===== src/rtl/if_fetch_pkg.sv =====
// Shared definitions for the instruction fetch stage.
// Contents: bubble word and reset PC defaults, FSM state encodings,
// and a word-alignment helper used when misalignment checking is built in
// (macro IF_FETCH_MISALIGN_CHK_EN).
package if_fetch_pkg;

  localparam logic [31:0] IF_NOP_DEFAULT        = 32'h0000_0013;  // addi x0,x0,0
  localparam logic [31:0] IF_RESET_ADDR_DEFAULT = 32'h0000_0000;

  localparam logic [1:0] IF_IDLE = 2'd0;
  localparam logic [1:0] IF_REQ  = 2'd1;
  localparam logic [1:0] IF_WAIT = 2'd2;
  localparam logic [1:0] IF_HOLD = 2'd3;

  typedef enum logic [1:0] {
    ST_IDLE = IF_IDLE,
    ST_REQ  = IF_REQ,
    ST_WAIT = IF_WAIT,
    ST_HOLD = IF_HOLD
  } if_state_t;

  function automatic logic [31:0] word_align(input logic [31:0] addr);
    return {addr[31:2], 2'b00};
  endfunction

endpackage


===== src/rtl/if_pc_reg.sv =====
// Program counter register for the fetch stage.
// Ports:
//   clk, rst        clock, asynchronous active-high reset (pc <= RESET_ADDR)
//   load_en         load load_addr (redirect); wins over adv_en
//   load_addr       redirect target
//   adv_en          advance pc by 4 (request accepted), 32-bit wrap
//   pc              current fetch address
//   load_misaligned load_addr has nonzero low bits (IF_FETCH_MISALIGN_CHK_EN only)
// Macro IF_FETCH_MISALIGN_CHK_EN: redirect targets are forced word-aligned.
// Without it the target is loaded verbatim.
module if_pc_reg
  import if_fetch_pkg::*;
#(
  parameter logic [31:0] RESET_ADDR = IF_RESET_ADDR_DEFAULT
) (
  input  logic        clk,
  input  logic        rst,
  input  logic        load_en,
  input  logic [31:0] load_addr,
  input  logic        adv_en,
  output logic [31:0] pc
`ifdef IF_FETCH_MISALIGN_CHK_EN
  ,
  output logic        load_misaligned
`endif
);

  logic [31:0] load_val;
  logic [31:0] pc_next;

`ifdef IF_FETCH_MISALIGN_CHK_EN
  assign load_val        = word_align(load_addr);
  assign load_misaligned = |load_addr[1:0];
`else
  assign load_val = load_addr;
`endif

  always_comb begin
    pc_next = pc;
    if (load_en)
      pc_next = load_val;
    else if (adv_en)
      pc_next = pc + 32'd4;
  end

  always_ff @(posedge clk or posedge rst) begin
    if (rst)
      pc <= RESET_ADDR;
    else
      pc <= pc_next;
  end

endmodule


===== src/rtl/if_fetch.sv =====
// Instruction fetch stage: owns the PC, issues single-outstanding word
// requests (req/ready, then rvalid) and registers the result into the
// if_id boundary. Accepts stall (hold_i) and redirect (jump_en_i) from later
// stages; emits NOP bubbles when no valid instruction is available.
// Ports:
//   clk, rst                  clock, asynchronous active-high reset
//   jump_en_i, jump_addr_i    redirect request and target
//   hold_i                    freeze if_id outputs
//   mem_req_o, mem_addr_o     fetch request and word address (pc)
//   mem_ready_i               memory accepts the request this cycle
//   mem_rvalid_i, mem_rdata_i response for the accepted request
//   inst_o, inst_addr_o       instruction and its PC to decode
//   inst_valid_o              1 = real instruction, 0 = bubble
//   misalign_o                one-cycle pulse after a misaligned jump
//                             (only with IF_FETCH_MISALIGN_CHK_EN)
//
// state | meaning
// IDLE  | just out of reset, no request yet
// REQ   | request presented, waiting for mem_ready_i
// WAIT  | request accepted, waiting for mem_rvalid_i
// HOLD  | response parked in the buffer while decode stalls
module if_fetch
  import if_fetch_pkg::*;
#(
  parameter logic [31:0] RESET_ADDR = IF_RESET_ADDR_DEFAULT,
  parameter logic [31:0] NOP_INST   = IF_NOP_DEFAULT
) (
  input  logic        clk,
  input  logic        rst,
  input  logic        jump_en_i,
  input  logic [31:0] jump_addr_i,
  input  logic        hold_i,
  output logic        mem_req_o,
  output logic [31:0] mem_addr_o,
  input  logic        mem_ready_i,
  input  logic        mem_rvalid_i,
  input  logic [31:0] mem_rdata_i,
  output logic [31:0] inst_o,
  output logic [31:0] inst_addr_o,
  output logic        inst_valid_o
`ifdef IF_FETCH_MISALIGN_CHK_EN
  ,
  output logic        misalign_o
`endif
);

  if_state_t   state, state_next;
  logic        drop, drop_next;
  logic [31:0] pc;
  logic [31:0] fetch_addr;
  logic [31:0] buf_inst, buf_addr;
  logic        jump_act;
  logic        pc_adv;
  logic        dlv_wait;
  logic        dlv_buf;
  logic        buf_load;

  // Redirects are ignored in IDLE; elsewhere they override everything.
  assign jump_act = jump_en_i && (state != ST_IDLE);

  // pc has already advanced past the outstanding request.
  assign fetch_addr = pc - 32'd4;

`ifdef IF_FETCH_MISALIGN_CHK_EN
  logic pc_misaligned;
`endif

  if_pc_reg #(
    .RESET_ADDR(RESET_ADDR)
  ) u_pc_reg (
    .clk            (clk),
    .rst            (rst),
    .load_en        (jump_act),
    .load_addr      (jump_addr_i),
    .adv_en         (pc_adv),
    .pc             (pc)
`ifdef IF_FETCH_MISALIGN_CHK_EN
    ,
    .load_misaligned(pc_misaligned)
`endif
  );

  always_ff @(posedge clk or posedge rst) begin
    if (rst) begin
      state <= ST_IDLE;
      drop  <= 1'b0;
    end else begin
      state <= state_next;
      drop  <= drop_next;
    end
  end

  always_comb begin
    state_next = state;
    drop_next  = drop;
    pc_adv     = 1'b0;
    dlv_wait   = 1'b0;
    dlv_buf    = 1'b0;
    buf_load   = 1'b0;
    case (state)
      ST_IDLE: state_next = ST_REQ;
      ST_REQ: begin
        if (jump_act) begin
          // An accepted request now belongs to the old path: discard its response.
          if (mem_ready_i) begin
            state_next = ST_WAIT;
            drop_next  = 1'b1;
          end
        end else if (mem_ready_i) begin
          state_next = ST_WAIT;
          pc_adv     = 1'b1;
        end
      end
      ST_WAIT: begin
        if (mem_rvalid_i) begin
          drop_next  = 1'b0;
          state_next = ST_REQ;
          if (!jump_act && !drop) begin
            if (hold_i) begin
              buf_load   = 1'b1;
              state_next = ST_HOLD;
            end else begin
              dlv_wait = 1'b1;
            end
          end
        end else if (jump_act) begin
          drop_next = 1'b1;
        end
      end
      ST_HOLD: begin
        if (jump_act) begin
          state_next = ST_REQ;
        end else if (!hold_i) begin
          dlv_buf    = 1'b1;
          state_next = ST_REQ;
        end
      end
      default: state_next = ST_IDLE;
    endcase
  end

  always_comb begin
    mem_req_o  = (state == ST_REQ);
    mem_addr_o = pc;
  end

  always_ff @(posedge clk or posedge rst) begin
    if (rst) begin
      buf_inst <= NOP_INST;
      buf_addr <= 32'd0;
    end else if (buf_load) begin
      buf_inst <= mem_rdata_i;
      buf_addr <= fetch_addr;
    end
  end

  always_ff @(posedge clk or posedge rst) begin
    if (rst) begin
      inst_o       <= NOP_INST;
      inst_addr_o  <= 32'd0;
      inst_valid_o <= 1'b0;
    end else if (jump_act) begin
      inst_o       <= NOP_INST;
      inst_addr_o  <= 32'd0;
      inst_valid_o <= 1'b0;
    end else if (dlv_wait) begin
      inst_o       <= mem_rdata_i;
      inst_addr_o  <= fetch_addr;
      inst_valid_o <= 1'b1;
    end else if (dlv_buf) begin
      inst_o       <= buf_inst;
      inst_addr_o  <= buf_addr;
      inst_valid_o <= 1'b1;
    end else if (!hold_i) begin
      // Bubble: address of the last instruction is left as is.
      inst_o       <= NOP_INST;
      inst_valid_o <= 1'b0;
    end
  end

`ifdef IF_FETCH_MISALIGN_CHK_EN
  always_ff @(posedge clk or posedge rst) begin
    if (rst)
      misalign_o <= 1'b0;
    else
      misalign_o <= jump_act && pc_misaligned;
  end
`endif

endmodule

===== config.mk =====
export PLATFORM = sky130hd
export DESIGN_NAME = if_fetch
export DESIGN_NICKNAME = d
export VERILOG_FILES = /design/src/rtl/if_fetch_pkg.sv /design/src/rtl/if_pc_reg.sv /design/src/rtl/if_fetch.sv
export SDC_FILE = /design/constraint.sdc
export NUM_CORES = 1
export LEC_CHECK = 0
export ABC_AREA = 1
export CAP_MARGIN = 20
export CORE_MARGIN = 2
export CORE_UTILIZATION = 64
export CTS_CLUSTER_DIAMETER = 80
export DETAILED_ROUTE_END_ITERATION = 16
export DONT_BUFFER_PORTS = 1
export GPL_TIMING_DRIVEN = 0
export MAX_ROUTING_LAYER = met4
export PLACE_DENSITY = 0.81
export SLEW_MARGIN = 10
export SYNTH_ARGS = -nofsm -noshare
export SYNTH_HDL_FRONTEND = slang
export SYNTH_SLANG_ARGS = --single-unit

===== constraint.sdc =====
create_clock -name clk -period 5.75 [get_ports clk]
set_input_delay 0.8625 -clock clk [delete_from_list [all_inputs] [get_ports clk]]
set_output_delay 0.8625 -clock clk [all_outputs]
set_load 0.005 [all_outputs]

==> metrics.txt <==
# TYPE chip_impl_metric gauge
chip_impl_metric{name="floorplan.die.height",unit="um"} 122
chip_impl_metric{name="cts_inserted_buffers",unit=""} 17
chip_impl_metric{name="ys_types",unit=""} 40
chip_impl_metric{name="synth.top_cell.area_share",unit="%"} 44.5
chip_impl_metric{name="p_switching",unit="mW"} 1.97
chip_impl_metric{name="clk_latency",unit="ps"} 440
chip_impl_metric{name="post_synth.cell_area_avg",unit="um^2"} 7.35
chip_impl_metric{name="initial_core_util",unit="%"} 64.7
chip_impl_metric{name="drv_slew",unit=""} 0
chip_impl_metric{name="max-cap-violations",unit=""} 0
chip_impl_metric{name="antenna_cells_inserted",unit=""} 0
chip_impl_metric{name="post_cts_setup_buffer_count",unit=""} 0
chip_impl_metric{name="max_clock_skew",unit="ps"} 12.3
chip_impl_metric{name="post_place_setup_slack",unit="ps"} 3430
chip_impl_metric{name="antenna_found_initial",unit=""} 0
chip_impl_metric{name="timing.critical_path.buf_inv",unit=""} 4
chip_impl_metric{name="final_area",unit="um^2"} 9740
chip_impl_metric{name="timing_hold_violations_final",unit=""} 0
chip_impl_metric{name="yosysWarnings",unit=""} 0
chip_impl_info{name="start_kind",value="register"} 1
chip_impl_metric{name="crit_path_dat",unit="ps"} 2760
chip_impl_metric{name="fp.coreArea",unit="um^2"} 13700
chip_impl_metric{name="drt-pass1-iter-count",unit=""} 7
chip_impl_info{name="critPathCaptureType",value="register"} 1
chip_impl_metric{name="gp_routability_congestion",unit=""} 0.987
chip_impl_info{name="regToRegStartpoint",value="state[0]"} 1
chip_impl_metric{name="tns",unit="ps"} 0
chip_impl_metric{name="routed-via-count",unit=""} 8496
chip_impl_metric{name="post-route-drc-count",unit=""} 0
chip_impl_metric{name="largest_net_degree_at_the_start_of_global_routing",unit=""} 112
chip_impl_metric{name="area_delta_synth_final",unit="%"} 9.70
chip_impl_info{name="synth_area_leaders",value="sky130_fd_sc_hd__dfrtp_1 45%, sky130_fd_sc_hd__nand2_1 18%, sky130_fd_sc_hd__o21ai_0 5.5%"} 1
chip_impl_info{name="critPathLaunch",value="state[0]"} 1
chip_impl_metric{name="first_global_vias",unit=""} 8389
chip_impl_metric{name="area_of_the_die",unit="um^2"} 14800
chip_impl_info{name="cts.root.buffer_cell",value="sky130_fd_sc_hd__clkbuf_16"} 1
chip_impl_metric{name="post_dp_cell_area",unit="um^2"} 9140
chip_impl_metric{name="synth_async_sr_flop_share",unit="%"} 100
chip_impl_metric{name="drt-total-wl",unit="mm"} 26.5
chip_impl_info{name="crit_top_cell",value="sky130_fd_sc_hd__nand2_2"} 1
chip_impl_metric{name="final-setup-viol-count",unit=""} 0
chip_impl_info{name="class_of_the_most_critical_setup_path",value="register to register"} 1
chip_impl_metric{name="mappedNetlistNets",unit=""} 1284
chip_impl_info{name="hold_class",value="input pin to async pin"} 1
chip_impl_metric{name="via_count_normalized_by_instance_count",unit=""} 5.98
chip_impl_metric{name="cts.sinks",unit=""} 164
chip_impl_metric{name="reg2reg_setup_slack",unit="ps"} 3290
chip_impl_metric{name="worst_slew_margin_rel",unit="%"} 57.8
chip_impl_metric{name="p_leak",unit="nW"} 4.74
chip_impl_metric{name="cp_slowest_stage_delay",unit="ps"} 430
chip_impl_metric{name="io-pin-count",unit=""} 168
chip_impl_metric{name="grtUsageTotal",unit="%"} 38.0
chip_impl_metric{name="clock_tree.htree_level_count",unit=""} 4
chip_impl_info{name="rsz0062_at_grt",value="no"} 1
chip_impl_metric{name="internal_power",unit="mW"} 2.64
chip_impl_metric{name="critical_path_peak_fanout",unit=""} 10
chip_impl_metric{name="floorplan.die.width",unit="um"} 122
chip_impl_metric{name="post_synth_instance_area",unit="um^2"} 8880
chip_impl_metric{name="fillCellCount",unit=""} 1181
chip_impl_info{name="critPathSlowestCell",value="sky130_fd_sc_hd__dfrtp_1"} 1
chip_impl_metric{name="worst_ir_drop_vdd",unit="mV"} 0.294
chip_impl_metric{name="place.port_buffers",unit=""} 0
chip_impl_metric{name="synth-seq-cells",unit=""} 164
chip_impl_metric{name="final_layout_size_suffix_gt1_share",unit="%"} 7.34
chip_impl_metric{name="p_comb_share",unit="%"} 33.5
chip_impl_metric{name="power_per_cell_area",unit="nW/um^2"} 473
chip_impl_metric{name="power.switching_fraction",unit="%"} 42.7
chip_impl_metric{name="finalCritPeriodShare",unit="%"} 42.8
chip_impl_metric{name="fin_nets",unit=""} 1304
chip_impl_metric{name="cp_data_required_time",unit="ps"} 6050
chip_impl_metric{name="wire_length_of_the_first_global_routing_pass",unit="mm"} 42.1
chip_impl_metric{name="grt_remaining_overflow",unit=""} 0
chip_impl_metric{name="place_hpwl",unit="mm"} 19.2
chip_impl_metric{name="ys_seq_area_share",unit="%"} 46.3
chip_impl_metric{name="cts_hold_repair.buffers",unit=""} 0
chip_impl_metric{name="period_needed",unit="ps"} 2460
chip_impl_metric{name="antenna_violating_nets_remaining",unit=""} 0
chip_impl_info{name="synth_top_cell_by_area",value="sky130_fd_sc_hd__dfrtp_1"} 1
chip_impl_metric{name="drt_iter0_drc",unit=""} 941
chip_impl_metric{name="synth_cells",unit=""} 1207
chip_impl_metric{name="cts-root-to-sink-buffers",unit=""} 2
chip_impl_metric{name="synth_edf_count",unit=""} 0
chip_impl_info{name="yosysMostFrequentCell",value="sky130_fd_sc_hd__nand2_1"} 1
chip_impl_metric{name="seq_power_share",unit="%"} 41.3
chip_impl_metric{name="clkSlewWorstSetupHoldPaths",unit="ps"} 70
chip_impl_metric{name="final_critical_path_setup_slack",unit="ps"} 3290
chip_impl_info{name="tritoncts",value="built"} 1
chip_impl_info{name="ys.flop_type",value="sky130_fd_sc_hd__dfrtp_1"} 1
chip_impl_metric{name="max_freq",unit="MHz"} 406
chip_impl_info{name="synth.top_cells.by_count",value="421 x sky130_fd_sc_hd__nand2_1, 158 x sky130_fd_sc_hd__dfrtp_1, 125 x sky130_fd_sc_hd__nor2_1, 101 x sky130_fd_sc_hd__inv_1, 97 x sky130_fd_sc_hd__o21ai_0"} 1
chip_impl_info{name="family_of_cells_with_the_greatest_summed_delay_on_the_critical_path",value="simple AND/OR/NAND/NOR gates"} 1
chip_impl_metric{name="std_cell_rows",unit=""} 43
chip_impl_metric{name="wire_per_inst",unit="um"} 18.6
chip_impl_metric{name="clock_power_share",unit="%"} 25.2
chip_impl_metric{name="worst_slew_pin_slew",unit="ps"} 634
chip_impl_info{name="outcome",value="completed"} 1
chip_impl_info{name="path_cells",value="inv_1 -> ha_1 -> inv_1 -> nand2_4 -> nand2_2 -> inv_2 -> nand2_2 -> nand2_2 -> nor2_2 -> buf_2 -> nand2_1 -> o311ai_0"} 1
chip_impl_metric{name="post_cts.resized_instances",unit=""} 0
registers in the layout, summed over array words and instances (netlist names):
register and flops:
buf_addr 32, buf_inst 32, drop 1, inst_addr_o 32, inst_o 32, inst_valid_o 1
state 2, u_pc_reg.pc 32
through the flow:
| step | cells | hold slack [ps] | util, % | power (mW) |
|---|---|---|---|---|
| 2_1_floorplan | 1207 | 444 | - | 2.89 |
| 3_3_place_gp | 1387 | 452 | 66.3 | 3.36 |
| 3_5_place_dp | 1388 | 461 | 66.6 | 3.41 |
| 4_1_cts | 1420 | 306 | 71.0 | 4.57 |
| 5_1_grt | 1420 | 319 | 71.0 | 4.89 |
| 6_report | 1420 | 292 | 71.0 | 4.61 |
cells in the final DEF, fill, tap and decap left out, types with 9 or more instances in the layout:
cell type and count:
sky130_fd_sc_hd__nand2_1 421, sky130_fd_sc_hd__dfrtp_1 158, sky130_fd_sc_hd__nor2_1 125, sky130_fd_sc_hd__inv_1 100
sky130_fd_sc_hd__o21ai_0 97, sky130_fd_sc_hd__nand3_1 72, sky130_fd_sc_hd__nand4_1 43, sky130_fd_sc_hd__clkbuf_1 33
sky130_fd_sc_hd__buf_2 20, sky130_fd_sc_hd__xor2_1 18, sky130_fd_sc_hd__o211ai_1 17, sky130_fd_sc_hd__clkbuf_16 17
sky130_fd_sc_hd__a31oi_1 10, sky130_fd_sc_hd__a21oi_1 9, sky130_fd_sc_hd__o21a_1 9
final cells by class:
type	instances	area (um^2)	share of cell area, %
Clock buffer	18	429	4.41
Inverter	105	402	4.12
Buffer	62	299	3.07
Clock inverter	14	171	1.76
Tap cell	180	225	2.31
Timing Repair Buffer	1	27.5	0.283
Multi-Input combinational cell	876	4070	41.8
Sequential cell	164	4110	42.2
logic make-up (layout without fill, tap and decap cells):
logic type / Yosys count / count (layout) / share of synthesized area (%)
and+or+nand+nor: 683 / 683 / 32.0
AOI/OAI and AO/OA: 167 / 167 / 11.0
buffers and inverters: 167 / 200 / 7.81
DFF: 164 / 164 / 46.3
xor gates and xnor gates: 18 / 18 / 1.78
adders and majority gates: 7 / 7 / 0.987
muxes: 1 / 1 / 0.127
power groups by stage:
stage | Combinational (mW) | Clock, mW | Sequential, mW
4_1_cts | 1.52 | 1.16 | 1.89
5_1_grt | 1.73 | 1.22 | 1.94
3_5_place_dp | 1.50 | 0 | 1.90
3_3_place_gp | 1.46 | 0 | 1.89
6_report | 1.54 | 1.16 | 1.90
2_1_floorplan | 1.12 | 0 | 1.77
worst paths after layout:
kind | cells after the start | endpoint
min in group clk | 2 | buf_inst[0]
setup / recovery | 12 | inst_addr_o[5]
max in group asynchronous | 2 | inst_o[0]
hold / removal | 1 | buf_inst[2]
hold reg to reg | 2 | buf_inst[0]
setup reg to reg | 12 | inst_addr_o[5]
per-layer routing:
layer / wire, um / track usage [%] / vias up
li1: - / - / 3936
met1: 10300 / 45.8 / 4031
met2: 12900 / 61.3 / 435
met3: 2390 / 9.04 / 94
met4: 960 / 16.1 / 0
met5: 0 / - / -
Power figures use the tool's default switching activity.
